===== config.mk =====
export PLATFORM = sky130hd
export DESIGN_NAME = pipelined_shifter
export DESIGN_NICKNAME = d
export VERILOG_FILES = /design/src/rtl/pipelined_shifter_pkg.sv /design/src/rtl/pipelined_shifter_stage.sv /design/src/rtl/pipelined_shifter.sv
export SDC_FILE = /design/constraint.sdc
export NUM_CORES = 1
export LEC_CHECK = 0
export CORE_MARGIN = 4
export CORE_UTILIZATION = 45
export CTS_BUF_LIST = sky130_fd_sc_hd__clkbuf_16
export DETAILED_ROUTE_END_ITERATION = 7
export PLACE_DENSITY = 0.7
export SETUP_SLACK_MARGIN = 0.3
export SLEW_MARGIN = 30
export SYNTH_ARGS = -nofsm -noshare
export SYNTH_HDL_FRONTEND = slang
export SYNTH_SLANG_ARGS = --single-unit

===== constraint.sdc =====
create_clock -name clk -period 9.2 [get_ports clk]
set_input_delay 0.92 -clock clk [delete_from_list [all_inputs] [get_ports clk]]
set_output_delay 0.92 -clock clk [all_outputs]
set_load 0.01 [all_outputs]

===== src/rtl/pipelined_shifter_pkg.sv =====
// Shared types and helpers for the pipelined barrel shifter.
// Op encoding and per-stage shift distance.
package shifter_pkg;

    typedef enum logic [1:0] {
        SHIFT_SLL = 2'b00,
        SHIFT_SRL = 2'b01,
        SHIFT_SRA = 2'b10,
        SHIFT_ROR = 2'b11
    } shift_op_t;

    function automatic int stage_dist(input int k);
        return 1 << k;
    endfunction

endpackage


===== src/rtl/pipelined_shifter_stage.sv =====
// One combinational log2 stage of the barrel shifter: shifts by 2^K when en.
// Rotate path exists only when PIPELINED_SHIFTER_ROTATE_EN is defined.
module shift_stage
    import shifter_pkg::*;
#(
    parameter int N = 32,
    parameter int K = 0
) (
    input  logic [N-1:0] din,
    input  logic         en,
    input  shift_op_t    op,
    output logic [N-1:0] dout
);

    localparam int D = stage_dist(K);

    logic [N-1:0] sll;
    logic [N-1:0] srl;
    logic [N-1:0] sra;
    logic [N-1:0] ror;

    assign sll = din << D;
    assign srl = din >> D;
    assign sra = $signed(din) >>> D;

`ifdef PIPELINED_SHIFTER_ROTATE_EN
    assign ror = {din[D-1:0], din[N-1:D]};
`else
    // Without rotate support op 11 behaves as a logical right shift.
    assign ror = srl;
`endif

    always_comb begin
        dout = din;
        if (en) begin
            unique case (op)
                SHIFT_SLL: dout = sll;
                SHIFT_SRL: dout = srl;
                SHIFT_SRA: dout = sra;
                SHIFT_ROR: dout = ror;
            endcase
        end
    end

endmodule


===== src/rtl/pipelined_shifter.sv =====
// Fully pipelined barrel shifter, one register per log2 stage, valid/ready on both sides.
// Optional rotate-right enabled by PIPELINED_SHIFTER_ROTATE_EN.
module pipelined_shifter
    import shifter_pkg::*;
#(
    parameter int N = 32
) (
    input  logic                 clk,
    input  logic                 rst,
    input  logic                 in_valid,
    output logic                 in_ready,
    input  logic [N-1:0]         in_data,
    input  logic [$clog2(N)-1:0] in_shamt,
    input  logic [1:0]           in_op,
    output logic                 out_valid,
    input  logic                 out_ready,
    output logic [N-1:0]         out_data
);

    localparam int S = $clog2(N);

    generate
        if (N < 2 || (N & (N - 1)) != 0) begin : g_bad_width
            $error("pipelined_shifter: N must be a power of two >= 2");
        end
    endgenerate

    logic            stall;
    logic            vld  [S];
    logic [N-1:0]    dat  [S];
    logic [S-1:0]    sh   [S];
    shift_op_t       op   [S];

    logic            vin  [S];
    logic [N-1:0]    sin  [S];
    logic [S-1:0]    shin [S];
    shift_op_t       opin [S];
    logic [N-1:0]    sout [S];

    // Global hold: a blocked output freezes every stage.
    assign stall     = vld[S-1] & ~out_ready;
    assign in_ready  = ~stall;
    assign out_valid = vld[S-1];
    assign out_data  = dat[S-1];

    genvar k;
    generate
        for (k = 0; k < S; k++) begin : g_stage
            if (k == 0) begin : g_head
                assign vin[k]  = in_valid;
                assign sin[k]  = in_data;
                assign shin[k] = in_shamt;
                assign opin[k] = shift_op_t'(in_op);
            end else begin : g_body
                assign vin[k]  = vld[k-1];
                assign sin[k]  = dat[k-1];
                assign shin[k] = sh[k-1];
                assign opin[k] = op[k-1];
            end

            shift_stage #(
                .N (N),
                .K (k)
            ) u_stage (
                .din  (sin[k]),
                .en   (shin[k][k]),
                .op   (opin[k]),
                .dout (sout[k])
            );
        end
    endgenerate

    always_ff @(posedge clk or posedge rst) begin
        if (rst) begin
            for (int i = 0; i < S; i++) begin
                vld[i] <= 1'b0;
                dat[i] <= '0;
                sh[i]  <= '0;
                op[i]  <= SHIFT_SLL;
            end
        end else if (!stall) begin
            for (int i = 0; i < S; i++) begin
                vld[i] <= vin[i];
                dat[i] <= sout[i];
                sh[i]  <= shin[i];
                op[i]  <= opin[i];
            end
        end
    end

    // Shamt and op of the final stage have no consumer downstream.
    logic unused_tail;
    assign unused_tail = ^{sh[S-1], op[S-1]};

endmodule


# Word-level counts from Yosys, hierarchy flattened
# Cells that the tools add are included.
# word_totals
register_bits,193
input_bits,43
output_inout_bits,34
wordCells,56
# classes
eq_ne,15
n_mux,10
n_bitwise,3
n_reduce_logical,10
# op_table
op,n
$pmux 32 s3,5
$mux 32,5
$eq 2x2->1 const B,10
$eq 2x1->1 const B,5
$logic_not 2->1,5
$reduce_or 2->1,5
$not 1->1,2
$and 1x1->1,1

# Logic depth before layout (Yosys ltp)
# logic_depth
word_depth,4
mapped_depth,7
depth_no_buf,4

# Hierarchy
# A second synthesis with hierarchy kept.
# unflattened
hier_cells,1090
hier_area_um2,11573.6
# modules_own_cells
mod,instances,cells_per_inst,area_per_inst_um2,seq_area_each_um2
pipelined_shifter,1,421,7631.1,4579.4
shift_stage at g_stage[1].u_stage,1,145,838.3,0.0
shift_stage at g_stage[0].u_stage,1,146,834.6,0.0
shift_stage at g_stage[2].u_stage,1,139,813.3,0.0
shift_stage at g_stage[3].u_stage,1,129,747.0,0.0
shift_stage at g_stage[4].u_stage,1,110,709.4,0.0

# Worst setup path after synthesis
# No wires, ideal clock.
# synth_path
path_type,input -> output
startpoint,input out_ready
endpoint,output in_ready
arrival_time_ps,1528
required_time_ps,8280
setup_slack_ps,6752
stages,5
path_buffers,3
cell_sequence,nor2b_1 > buf_4 > inv_4 > buf_2 > buf_2
# synth_between
elab_chain_cells,3
# synth_lines
element,line,rtl
"start, declared",pipelined_shifter.sv:16,"input logic out_ready,"
$not 1->1,pipelined_shifter.sv:41,assign stall = vld[S-1] & ~out_ready;
$and 1x1->1,pipelined_shifter.sv:41,
$not 1->1,pipelined_shifter.sv:42,assign in_ready = ~stall;
"end, declared",pipelined_shifter.sv:11,"output logic in_ready,"
# Every way passes these cells.

# Worst setup path after layout
# Ends and elaborated chain as after synthesis.

==> results.cfg <==
[clock_tree]
cts_max_level = 4
numCtsBuffers = 17
post-cts-setup-buffers = 0
clkTransAtPathRegs_ns = 0.07
cts_tree = built
ctsHoldBuffers = 0
cts_resized = 0
numClockSinks = 183
cts_buffer_depth = 2
clk_latency_ns = 0.42
cts-root-buf = clkbuf_16

[flow_run]
cap_violations = 0

[timing]
worst_slew_pin_slew_ns = 0.933
clock_skew_ns = 0.0102
drv_slew = 0
fmax_ghz = 0.282
setup_tns_ns = 0
max_slew_margin = 0.377
finalHoldViolCount = 0
setup_viol = 0
rsz0062_at_grt = false
hold_slack_ns = 0.463
period_needed_ns = 3.54
min_period_over_period = 0.385

[global_route]
antenna_found_initial = 0
grt_pass1_vias = 6997
grt_max_degree = 99
grt_pass1_wl_um = 36200
grt.total_usage = 0.183
grt_overflow = 0

[drt]
wl_per_cell_um = 16.6
vias_per_cell = 5.61
dr.pass1.iters = 5
num_vias = 7332
drc = 0
first_iter_violations = 488
ant_nets = 0
routed_wl_um = 21700

[finish]
final_cells = 1306
drive_above_1_share = 0.0533
diodes = 0
final_nets = 1061
area_growth_pct = 11.8
fin_util = 0.512

[logic_synthesis]
syn-instance-count = 1031
ys_seq_area_frac = 0.476
netlist_area_um2 = 9620
ys_ff_latch = 183
yosys_warnings = 0
syn_area_per_cell_um2 = 9.33
synth.distinct_cells = 34
syn-num-nets = 1074

[power_and_ir_drop]
leakage_nw = 4.42
p_comb_frac = 0.385
power_frac_seq = 0.418
vdd_drop_max_mv = 0.132
p_sw_frac = 0.398
p_per_area_nw_per_um2 = 338
p_switching_mw = 1.44
power.share.clock = 0.197
internal_power_mw = 2.19

[floorplanning]
io_pins = 77
rows = 53
initial_core_util = 0.458
core_um2 = 21000
dieWidth_um = 154
dieArea_um2 = 23800
dieHeight_um = 154

[setup_path]
cp-startpoint = out_ready
cp-endpoint = in_ready
r2r_slack_ns = 6.48
rr_endpoint = dat[79]$_DFFE_PP0N_
worst-setup-path-type = in2out
critPathArrivalTime_ns = 2.62
worstReg2RegStart = out_valid$_DFFE_PP0N_
end_kind = output pin
rr_worst_depth = 5
cp-start-kind = input port
crit_fanout = 33
cp.required_ns = 8.28

[outcome]
status = completed

[placement]
dp_hpwl_um = 14700
gp_congestion = 0.833
numPlacedInstances = 1273
portBuffers = 76

[hold_path]
hold_path_class = reg2reg
==> per-stage QoR <==
step / total power [mW] / area, µm² / worst slack [ns]
6_report: 3.63 / 10800 / 5.66
2_1_floorplan: 2.58 / 9620 / 3.31
5_1_grt: 3.88 / 10800 / 5.51
3_5_place_dp: 2.92 / 10100 / 5.44
3_3_place_gp: 2.87 / 10100 / 5.53
4_1_cts: 3.64 / 10700 / 5.60
==> cell usage in the layout (no fill, tap or decap), drive strengths merged, types with 29 or more instances in the layout <==
| master | n |
|---|---|
| o211ai | 98 |
| mux2i | 99 |
| nor2 | 33 |
| clkdlybuf4s50 | 76 |
| nand3b | 29 |
| o21ai | 39 |
| dfrtp | 183 |
| nand2 | 232 |
| nand3 | 70 |
==> routing by layer <==
metal  vias up  part of all wire  track usage
met5         -                 0            0
li1       3599                 -            -
met3        16             0.043       0.0361
met1      3537              0.46        0.258
met2       180              0.48        0.292
met4         0             0.011       0.0463
==> worst max-delay path, stage by stage <==
cell	delay (ns)
clkdlybuf4s50_1	0.44
nor2b_4	0.46
inv_4	0.25
clkdlybuf4s50_1	0.55
==> kinds of logic after synthesis <==
| group | after synthesis | synth area share |
|---|---|---|
| AOI/OAI and AO/OA | 204 | 0.149 |
| DFF | 183 | 0.476 |
| buffers and inverters | 127 | 0.0752 |
| and+or+nand+nor | 418 | 0.196 |
| muxes | 99 | 0.103 |
==> final cells by class <==
cell class / instances / area (µm²)
flip-flops and latches: 183 / 4580
fillers: 1917 / 10300
repair buffers: 86 / 876
clock inverters: 15 / 153
multi-input cells: 721 / 4340
clock buffers: 17 / 425
well taps: 275 / 344
inverters: 9 / 41.3
==> Yosys cell counts, drive strengths merged <==
master | number | share of area
inv | 9 | 0.0038
o22a | 2 | 0.0018
o211a | 1 | 0.0010
nand2b | 1 | 0.00065
o21ai | 39 | 0.020
nand2 | 232 | 0.091
a311oi | 2 | 0.0025
mux2i | 99 | 0.10
buf | 91 | 0.061
nor2 | 33 | 0.015
a22oi | 1 | 0.00078
nor3b | 1 | 0.00078
a31oi | 19 | 0.012
a211oi | 28 | 0.022
a21oi | 1 | 0.00052
nand3 | 70 | 0.036
nand3b | 29 | 0.023
o211ai | 98 | 0.076
nor3 | 28 | 0.015
a2bb2oi | 13 | 0.012
or2 | 4 | 0.0026
nor2b | 20 | 0.013
dfrtp | 183 | 0.48
clkbuf | 27 | 0.011
==> worst min path at each step <==
stage                       start                     to  slack, ns  depth (start not counted)
2_1_floorplan  vin[0]$_DFFE_PP0N_     vin[0]$_DFFE_PP0N_       0.43                          2
3_3_place_gp   vin[0]$_DFFE_PP0N_     vin[0]$_DFFE_PP0N_       0.44                          2
3_5_place_dp   vin[0]$_DFFE_PP0N_  out_valid$_DFFE_PP0N_       0.45                          1
4_1_cts        vin[0]$_DFFE_PP0N_  out_valid$_DFFE_PP0N_       0.47                          1
5_1_grt        vin[0]$_DFFE_PP0N_  out_valid$_DFFE_PP0N_       0.48                          1
6_report       vin[0]$_DFFE_PP0N_  out_valid$_DFFE_PP0N_       0.46                          1
==> power groups by stage <==
stage | Sequential (mW) | Clock (mW) | Combinational (mW)
after floorplan | 1.36 | 0 | 1.22
after global placement | 1.51 | 0 | 1.36
after detailed placement | 1.53 | 0 | 1.40
after CTS | 1.51 | 0.727 | 1.40
after global routing | 1.56 | 0.764 | 1.55
final | 1.52 | 0.715 | 1.40
==> flip-flops by register name (all words and copies together), names as in the netlist <==
| register | count |
|---|---|
| vin | 4 |
| out_valid | 1 |
| dat | 128 |
| sh | 10 |
| out_data | 32 |
| op | 8 |
(Power assumes the default switching activity.)
